File: src/rtl/alu_wb_buffer.sv
// rtl/alu_wb_buffer.sv - ALU result writeback buffer (small FIFO toward scoreboard writeback)
//
// Purpose: accepts one ALU result per cycle and queues it until the scoreboard
// writeback port accepts it. This lets issue keep going while writeback is
// arbitrated elsewhere. The block drives back-pressure to issue and supports a
// synchronous pipeline flush.
//
// Ports:
//   clk_i            clock, rising edge
//   rst_ni           asynchronous active-low reset
//   flush_i          synchronous flush; drops buffered and incoming entries
//   alu_valid_i      ALU result present
//   alu_ready_o      buffer can accept an entry (depends on state only)
//   trans_id_i       scoreboard id of the incoming result
//   result_i         ALU result value
//   branch_res_i     ALU branch comparison outcome
//   wb_valid_o       writeback entry available
//   wb_ready_i       scoreboard accepts the writeback entry
//   wb_trans_id_o    id of the head entry
//   wb_result_o      result of the head entry
//   wb_branch_res_o  branch outcome of the head entry
//   usage_o          number of stored entries
module alu_wb_buffer #(
  parameter int unsigned XLEN          = 64,
  parameter int unsigned TRANS_ID_BITS = 3,
  parameter int unsigned DEPTH         = 4,
  parameter bit          FALL_THROUGH  = 1'b0
) (
  input  logic                     clk_i,
  input  logic                     rst_ni,
  input  logic                     flush_i,
  input  logic                     alu_valid_i,
  output logic                     alu_ready_o,
  input  logic [TRANS_ID_BITS-1:0] trans_id_i,
  input  logic [XLEN-1:0]          result_i,
  input  logic                     branch_res_i,
  output logic                     wb_valid_o,
  input  logic                     wb_ready_i,
  output logic [TRANS_ID_BITS-1:0] wb_trans_id_o,
  output logic [XLEN-1:0]          wb_result_o,
  output logic                     wb_branch_res_o,
  output logic [$clog2(DEPTH):0]   usage_o
);

  localparam int unsigned PW = $clog2(DEPTH);
  localparam int unsigned CW = PW + 1;
  localparam logic [CW-1:0] FULL_CNT = CW'(DEPTH);

  logic [TRANS_ID_BITS-1:0] mem_id  [DEPTH];
  logic [XLEN-1:0]          mem_res [DEPTH];
  logic                     mem_br  [DEPTH];

  logic [PW-1:0] wr_ptr;
  logic [PW-1:0] rd_ptr;
  logic [CW-1:0] count;

  logic empty;
  logic bypass;
  logic bypass_taken;
  logic push;
  logic pop;
  logic do_write;
  logic do_read;

  assign empty       = (count == '0);
  // Ready comes from the count register alone, so issue never sees a
  // combinational path from writeback or flush.
  assign alu_ready_o = (count != FULL_CNT);

  // Fall-through: while empty, the incoming entry is shown directly on the
  // writeback port.
  assign bypass = FALL_THROUGH & empty & alu_valid_i;

  assign wb_valid_o      = ~empty | bypass;
  assign wb_trans_id_o   = bypass ? trans_id_i   : mem_id[rd_ptr];
  assign wb_result_o     = bypass ? result_i     : mem_res[rd_ptr];
  assign wb_branch_res_o = bypass ? branch_res_i : mem_br[rd_ptr];

  assign push = alu_valid_i & alu_ready_o & ~flush_i;
  assign pop  = wb_valid_o & wb_ready_i & ~flush_i;

  // A bypassed entry that is accepted in the same cycle never touches storage.
  assign bypass_taken = bypass & wb_ready_i & ~flush_i;
  assign do_write     = push & ~bypass_taken;
  assign do_read      = pop & ~bypass_taken;

  assign usage_o = count;

  always_ff @(posedge clk_i or negedge rst_ni) begin
    if (!rst_ni) begin
      wr_ptr <= '0;
      rd_ptr <= '0;
      count  <= '0;
      // Storage is cleared so the head outputs read zero while empty after reset.
      for (int i = 0; i < int'(DEPTH); i++) begin
        mem_id[i]  <= '0;
        mem_res[i] <= '0;
        mem_br[i]  <= 1'b0;
      end
    end else if (flush_i) begin
      wr_ptr <= '0;
      rd_ptr <= '0;
      count  <= '0;
    end else begin
      if (do_write) begin
        mem_id[wr_ptr]  <= trans_id_i;
        mem_res[wr_ptr] <= result_i;
        mem_br[wr_ptr]  <= branch_res_i;
        wr_ptr          <= wr_ptr + PW'(1);
      end
      if (do_read) begin
        rd_ptr <= rd_ptr + PW'(1);
      end
      case ({do_write, do_read})
        2'b10:   count <= count + CW'(1);
        2'b01:   count <= count - CW'(1);
        default: count <= count;
      endcase
    end
  end

endmodule

File: config.mk
export PLATFORM = sky130hd
export DESIGN_NAME = alu_wb_buffer
export DESIGN_NICKNAME = d
export VERILOG_FILES = /design/src/rtl/alu_wb_buffer.sv
export SDC_FILE = /design/constraint.sdc
export NUM_CORES = 1
export LEC_CHECK = 0
export ABC_AREA = 1
export ABC_CLOCK_PERIOD_IN_PS = 2500
export BUFFER_PORTS_ARGS = -buffer_cell sky130_fd_sc_hd__buf_2
export CORE_ASPECT_RATIO = 1.75
export CORE_MARGIN = 1.5
export CORE_UTILIZATION = 58
export CTS_CLUSTER_DIAMETER = 120
export DETAILED_ROUTE_END_ITERATION = 16
export PLACE_DENSITY = 0.77
export SLEW_MARGIN = 10
export SYNTH_ARGS = -nofsm -noshare
export SYNTH_HDL_FRONTEND = slang
export SYNTH_SLANG_ARGS = --single-unit
File: constraint.sdc
create_clock -name clk_i -period 2.5 [get_ports clk_i]
set_clock_uncertainty 0.05 [all_clocks]
set_input_delay 0.25 -clock clk_i [delete_from_list [all_inputs] [get_ports clk_i]]
set_output_delay 0.25 -clock clk_i [all_outputs]
set_load 0.005 [all_outputs]
# Word level (Yosys, flattened, before mapping)
# Index checks and enable logic that the tools add are counted.
word_totals:
  inputBits: 73
  register_bits: 279
op_classes:
  eq_ne: 3
  n_mux: 24
  magnitude_cmp: 3
  bitwise: 8
  n_addsub: 4
  n_reduce_logical: 6
op_table:
  columns: ["cell", "count"]
  rows:
  - ["$bwmux W256", 1]
  - ["$mux W64", 3]
  - ["$bmux W64 S2", 1]
  - ["$demux W64 S2", 1]
  - ["$bwmux W12", 1]
  - ["$mux W3", 4]
  - ["$mux W2", 4]
  - ["$bmux W3 S2", 1]
  - ["$demux W3 S2", 1]
  - ["$ge A3 B3 Y1 const B", 2]
  - ["$not A2 Y3", 2]
  - ["$pmux W3 S2", 1]
  - ["$add A2 B1 Y2 const B", 2]
  - ["$and A1 B1 Y1", 4]
  - ["$bwmux W4", 1]
  - ["$reduce_bool A2 Y1", 2]
  - ["$add A3 B1 Y3 const B", 1]
  - ["$logic_not A3 Y1", 1]
  - ["$lt A3 B1 Y1 const B", 1]
  - ["$mux W1", 3]
  - ["$ne A3 B3 Y1 const B", 1]
  - ["$reduce_bool A3 Y1", 1]
  - ["$sub A3 B1 Y3 const B", 1]
  - ["$bmux W1 S2", 1]
  - ["other kinds (6)", 7]

# Logic depth before layout (Yosys ltp)
# Gate-level depths: netlist of the first run.
logic_depth:
  word_depth: 7
  ltp_mapped: 13
  mapped_depth_nobuf: 13

# Worst setup path before layout of the first run
# Ideal clock, no wire load.
synth_timing:
  kind: "reg-to-reg"
  startpoint: "reg count[0] (netlist: usage_o[0])"
  endpoint: "reg count[2] (netlist: usage_o[2])"
  required_time_ns: 2.334
  t_arrival_ns: 1.761
  setup_slack_ns: 0.572
  path_stages_with_launch: 14
  path_cell_list: "dfrtp_1 -> nor2_2 -> nand2_1 -> nand2_1 -> nor2_1 -> nand2_1 -> inv_1 -> fa_1 -> xnor2_1 -> inv_1 -> nand2_1 -> nand2_1 -> nand2_1 -> nand2_1"
synth_via:
  elab_chain_cells: 7
  elab_cells_between_ends: 14
  cone_classes: "add/sub (2); eq/ne (3); mux (2); bitwise (5); reduce/logical (2)"
synth_lines:
  columns: ["element", "line", "text"]
  rows:
  - ["from (decl)", "55", "logic [CW-1:0] count;"]
  - ["from (signal assigned)", "115", "2'b10: count <= count + CW'(1);"]
  - ["from (signal assigned)", "116", "2'b01: count <= count - CW'(1);"]
  - ["from (signal assigned)", "117", "default: count <= count;"]
  - ["$logic_not A3 Y1 *", "65", "assign empty = (count == '0);"]
  - ["$not A1 Y1 *", "74", "assign wb_valid_o = ~empty | bypass;"]
  - ["net wb_valid_o", "37", "output logic wb_valid_o,"]
  - ["$and A1 B1 Y1 * (2 in a row)", "80", "assign pop = wb_valid_o & wb_ready_i & ~flush_i;"]
  - ["$eq A2 B1 Y1 / $eq A2 B2 Y1 (equally long branches)", "114", "case ({do_write, do_read})"]
  - ["$pmux W3 S2", "114", null]
  - ["$mux W3", "100", "end else if (flush_i) begin"]
# The timed path passes the listed nets; every way through them passes the cells marked *.
# A chain may end at the register's enable or synchronous reset.

# Final worst setup path of the first run
layout_timing:
  startpoint: "reg rd_ptr[0]"
  endpoint: "out wb_result_o[60]"
layout_via:
  elab_chain_cells: 4
layout_lines:
  columns: ["element", "line", "text"]
  rows:
  - ["from (decl)", "54", "logic [PW-1:0] rd_ptr;"]
  - ["from (signal assigned)", "112", "rd_ptr <= rd_ptr + PW'(1);"]
  - ["$not A2 Y3 (implied by the code)", "76", "assign wb_result_o = bypass ? result_i : mem_res[rd_ptr];"]
  - ["$bmux W64 S2", "76", null]
  - ["$mux W64 (implied by the code) (2 in a row)", "76", null]
  - ["to (decl)", "40", "output logic [XLEN-1:0] wb_result_o,"]
# No other way between the ends. The select of a mux whose other input is x is not followed.

==> results of run 1 <==
## metal layers
metal / vias up / track usage / part of all wire
met3: 62 / 0.0352 / 0.048
met1: 4868 / 0.348 / 0.40
met4: 0 / 0.0801 / 0.027
li1: 4942 / - / -
met2: 283 / 0.493 / 0.52
met5: - / 0 / 0
## worst max path at each step
stage                     startpoint              end  slack (ns)  cells past startpoint
after floorplan           usage_o[0]       usage_o[2]        0.57                     13
after global placement    usage_o[0]       usage_o[2]        0.51                     13
after detailed placement  usage_o[0]       usage_o[2]        0.44                     13
after CTS                  rd_ptr[0]  wb_result_o[57]        0.08                      5
after global routing       rd_ptr[0]  wb_result_o[60]        0.03                      4
final                      rd_ptr[0]  wb_result_o[60]        0.11                      4
## worst max-delay path, cell delays in order (launching register included)
cell and delay [ns]:
dfrtp_4 0.46, buf_16 0.45, o21ai_0 0.17, o22ai_1 0.29, buf_2 0.17
## power by group through the flow
| stage | combinational [mW] | sequential, mW | clock [mW] |
|---|---|---|---|
| after floorplan | 3.50 | 7.19 | 0 |
| after global placement | 5.12 | 7.37 | 0 |
| after detailed placement | 5.26 | 7.46 | 0 |
| after CTS | 5.38 | 7.41 | 3.96 |
| after global routing | 6.13 | 7.65 | 4.12 |
| final | 5.36 | 7.42 | 3.89 |
## cells in the final DEF (no fill, tap or decap), drive strengths merged
| cell type | n |
|---|---|
| nand3 | 2 |
| nand2 | 299 |
| bufinv | 1 |
| inv | 78 |
| dfrtp | 279 |
| a21boi | 1 |
| ha | 4 |
| clkinv | 4 |
| fa | 1 |
| buf | 170 |
| a21oi | 3 |
| nor2 | 138 |
| clkinvlp | 1 |
| dlygate4sd3 | 64 |
| o22ai | 68 |
| clkbuf | 39 |
| xnor2 | 1 |
| o21ai | 412 |
## state kept, by name (all words and copies together) (netlist names)
register / cells
wr_ptr: 2
mem_res: 256
usage_o: 3
mem_br: 4
rd_ptr: 2
mem_id: 12
## through the flow
step	cells	instance area, sq um
5_1_grt	1817	14600
6_report	1817	14600
3_5_place_dp	1708	13200
3_3_place_gp	1708	13200
2_1_floorplan	1386	12300
4_1_cts	1817	14600
## final cells by class
class | instances | area, sq um
clock buffer | 39 | 781
clock inverter | 6 | 61.3
fill | 1638 | 6200
inverter | 78 | 305
multi-input combinational | 929 | 4450
sequential | 279 | 6990
tap | 252 | 315
timing repair buffer | 234 | 1750
## repair_timing
item	in CTS	in global routing
gates resized for setup	0	2
endpoints found under the hold margin	232	0
hold buffers	64	0
endpoints found under the setup margin	0	2
## logic make-up after synthesis
| group | count (synthesis) | share of synthesized area |
|---|---|---|
| adder cells (fa/ha/maj) | 5 | 0.00569 |
| AND/OR/NAND/NOR | 439 | 0.145 |
| buffers and inverters | 178 | 0.0713 |
| XOR/XNOR | 1 | 0.000712 |
| AO/OA/AOI/OAI | 484 | 0.210 |
| flip-flops | 279 | 0.567 |
==> out/results.ini, run 1 <==
[route]
drt_first_pass_iters=6
routed_wl_um=29500
drt_iter0_markers=727
vias=10155
ant_nets=0
post_drt_wl_per_cell_um=16.2
vias_per_cell=5.59
drc_errors=0

[layout]
syn_to_final_growth_pct=19.0
layout-drive-gt1-share=0.167
postLayoutCoreUtil=0.703
diodes=0
nets=1626

[clock_network]
cts_buffer_depth=3
cts_made_buffers=26
root_buffer=clkbuf_16
cts_sinks=279
cts_tree=yes
post-cts-setup-buffer-count=0
clock_latency_ns=0.52
clk_pin_slew_ns=0.06
htreeDepth=1

[power]
p_clk_frac=0.233
p_int_mw=11.0
totalPowerFinal_mw=16.7
combPwrFrac=0.321
netSwitchingFraction=0.342
ir_drop_v=0.000750
power_density_nw_per_um2=1140
seqPwrFrac=0.445
p_leak_nw=7.23
p_switching_mw=5.70

[placement]
hpwl_um=17400
io_buffer_count=145
post-place-ws_ns=0.442
gp_congestion=0.794

[global_routing]
grt_start_max_net_pins=138
antenna_found_initial=0
grt_pass1_wl_um=49800
track_usage=0.275
grt_overflow=0
grt_pass1_vias=10165

[critical_path]
rrSetupSlack_ns=0.43
r2r_end=usage_o[2]
cp.arrival_ns=2.09
endpoint_kind=output port
critical_path_required_ns=2.20
worst-r2r-cell-count=13
crit_fanout=137
r2r_start=usage_o[0]
start_kind=flop
criticalPathCategory=flop to output port

[yosys]
syn_nets=1464
ys_top_cells_by_area=dfrtp_1 (57%), o21ai_0 (10%), nand2_1 (8.4%)
synth_edf_count=0
seq_area_frac_synth=0.567
postSynthCellCount=1386
async_reset_ff_frac=1.00
synth_top_cell_by_area=dfrtp_1
synth.most_common_cell=dfrtp_1
netlist.area_leader.share=0.567
synth_cell_types=24
ys.flop_type=dfrtp_1
synth_commonest_cells=dfrtp_1 (279), nand2_1 (274), o21ai_0 (258), nor2_1 (137), o21ai_1 (134)
netlist_area_sq_um=12300
synth_seq_cells=279
synth_area_per_cell_sq_um=8.88
yosys_warnings=0

[sta]
drv_slew=0
fmax_ghz=0.419
worst_pin_slew_ns=0.540
period_minus_slack_ns=2.39
slew_headroom=0.640
fin_hold_ws_ns=0.0145
final.setup.worst_slack_ns=0.113
rsz0062_at_grt=no
period_share=0.955
hold_viol_final=0
setup_viol=0
final.setup.tns_ns=0

[floorplanning]
die_w_um=113
core_area_sq_um=20800
die_area_sq_um=22100
ios=146
initial_core_util=0.591
rows=70
die_height_um=196

[hold_path]
hold_depth=3
holdCritPathClass=input port to flop
hold_end=mem_res[120]
holdCritStartpoint=result_i[56]

[run]
max_cap_viol_count=0

[run_status]
status=completed

Note: power is estimated with default switching activity, not from simulation.
==> run 2: changes to the inputs <==
--- a/config.mk
+++ b/config.mk
@@ -13,7 +13,8 @@
 export CORE_UTILIZATION = 58
 export CTS_CLUSTER_DIAMETER = 120
 export DETAILED_ROUTE_END_ITERATION = 16
-export PLACE_DENSITY = 0.77
+export PLACE_DENSITY = 0.79
+export RECOVER_POWER = 100
 export SLEW_MARGIN = 10
 export SYNTH_ARGS = -nofsm -noshare
 export SYNTH_HDL_FRONTEND = slang
==> run 2 against run 1 <==
Sequential share of layout area is 0.72 points higher. Fmax shrank 1.1%. Flip-flop and latch count unchanged. Sequential power increased by 0.7%. Utilization shrank 1.1 points. Die area stayed put. Clock power decreased by 3%. Worst setup slack worse by 0.026 ns. First-iteration DRC count up 0.55%. Largest power group unchanged.
==> out/results.ini, run 2 (same netlist as run 1, synthesis figures left out) <==
[power]
power_density_nw_per_um2=1140
ir_drop_v=0.000791
p_leak_nw=7.05
totalPowerFinal_mw=16.4

[global_routing]
track_usage=0.275
grt_overflow=0
grt_pass1_wl_um=49800
grt_pass1_vias=10444
grt_start_max_net_pins=97
antenna_found_initial=0

[critical_path]
crit_fanout=50
worstPathCellList=inv_6 > buf_12 > o21ai_0 > o22ai_1 > buf_2
criticalPathCategory=flop to output port
endpoint_kind=output port
cpLargestDelayFamily=buffers and inverters
cpMaxStageDelayCell=dfrtp_4
crit_buf_inv=3
cp.arrival_ns=2.11
start_kind=flop
worst_path_largest_cell_delay_ns=0.59
critical_path_required_ns=2.20

[floorplanning]
die_height_um=196
die_w_um=113
initial_core_util=0.591
core_area_sq_um=20800
rows=70
die_area_sq_um=22100
ios=146

[placement]
hpwl_um=18300
gp_congestion=0.825
place_area_sq_um=13200
io_buffer_count=145

[route]
drc_errors=0
route.met2.wl_um=15500
drt_iter0_markers=731
drt_first_pass_iters=5
routed_wl_um=29900
vias_per_cell=5.70
post_drt_wl_per_cell_um=16.5
wl_met1_um=12100
ant_nets=0
top_layer_used=met4
vias=10357
dr_wl_met3_um=1340

[sta]
worst_pin_slew_ns=1.34
slew_headroom=0.108
period_minus_slack_ns=2.41
fmax_ghz=0.414
period_share=0.965
drv_slew=0
setup_viol=0
final.setup.tns_ns=0
hold_viol_final=0
rsz0062_at_grt=no

[layout]
nets=1624
diodes=0
ff_latch_area_sq_um=6990
syn_to_final_growth_pct=17.2
layout_common_cells=o21ai_0 (377), nand2_1 (289), dfrtp_1 (277)
postLayoutCoreUtil=0.692
top_register=mem_res
multi_input_area_sq_um=4370
final_common_cell=o21ai_0
design_area_sq_um=14400
top_regs=mem_res: 256 flops, mem_id: 12 flops, mem_br: 4 flops
n_fill_cell=1668
layout-drive-gt1-share=0.125
largest_reg_flops=256

[clock_network]
root_buffer=clkbuf_16
cts_tree=yes
post-cts-setup-buffer-count=0
cts_buffer_depth=3
clock_latency_ns=0.53
htreeDepth=1
cts_made_buffers=25
cts_sinks=279
clk_pin_slew_ns=0.07

[run]
max_cap_viol_count=0

[run_status]
status=completed

[hold_path]
holdCritPathClass=input port to flop

run 2: changes by cell type in the layout (fill, tap and decap cells not counted), sizes merged:
cell | before | now
clkinvlp | 1 | 3
clkbuf | 39 | 95
buf | 170 | 106
clkinv | 4 | 8
dlygate4sd3 | 64 | 63
inv | 78 | 80
run 2: area by class of cell:
| cell class | instances | share of cell area |
|---|---|---|
| Sequential cell | 279 | 0.484 |
| Multi-Input combinational cell | 929 | 0.303 |
| Timing Repair Buffer | 233 | 0.114 |
| Clock buffer | 31 | 0.0484 |
| Tap cell | 252 | 0.0219 |
| Inverter | 78 | 0.0212 |
| Clock inverter | 14 | 0.00763 |
run 2: where the power goes:
part	internal, mW	switching (mW)
combinational	2.10	3.03
clock	2.10	1.69
sequential	6.40	1.07
run 2: path summary, 6_finish.rpt:
| kind | start | cells after the start | end | slack, ns |
|---|---|---|---|---|
| hold reg to reg | mem_res[101] | 2 | mem_res[101] | 0.43 |
| setup / recovery | rd_ptr[0] | 5 | wb_result_o[11] | 0.09 |
| hold / removal | result_i[55] | 3 | mem_res[55] | 0.0001 |
| max in group asynchronous | rst_ni | 3 | mem_res[19] | 0.39 |
| setup reg to reg | usage_o[0] | 8 | mem_res[38] | 0.18 |
| min in group asynchronous | rst_ni | 2 | mem_res[4] | 0.49 |
run 2: per-layer routing:
layer,global-route usage,up-vias
li1,-,4905
met1,0.343,5056
met2,0.493,328
met3,0.0259,68
met4,0.108,0
met5,0,-
run 2: worst reg2reg max path, cell delays in order (launching register included):
cell,delay [ns]
dfrtp_1,0.44
nor2_1,0.27
nand2_4,0.09
nand3_1,0.25
inv_8,0.09
nand2_4,0.51
buf_6,0.35
nand2_1,0.11
o21ai_0,0.09
run 2: metrics by stage:
stage / instances / hold WS [ns] / setup WS [ns]
after floorplan: 1386 / -0.0956 / 0.572
after global placement: 1708 / 0.131 / 0.500
after detailed placement: 1708 / 0.132 / 0.395
after CTS: 1816 / 0.000999 / 0.0593
after global routing: 1816 / 0.0107 / 0.00668
final: 1816 / 0.000116 / 0.0863
run 2: what timing repair did:
| action | in CTS | in global routing |
|---|---|---|
| hold buffers | 63 | 0 |
| hold endpoints to repair | 210 | 0 |
| setup endpoints to repair | 0 | 5 |
| resized for setup | 0 | 2 |
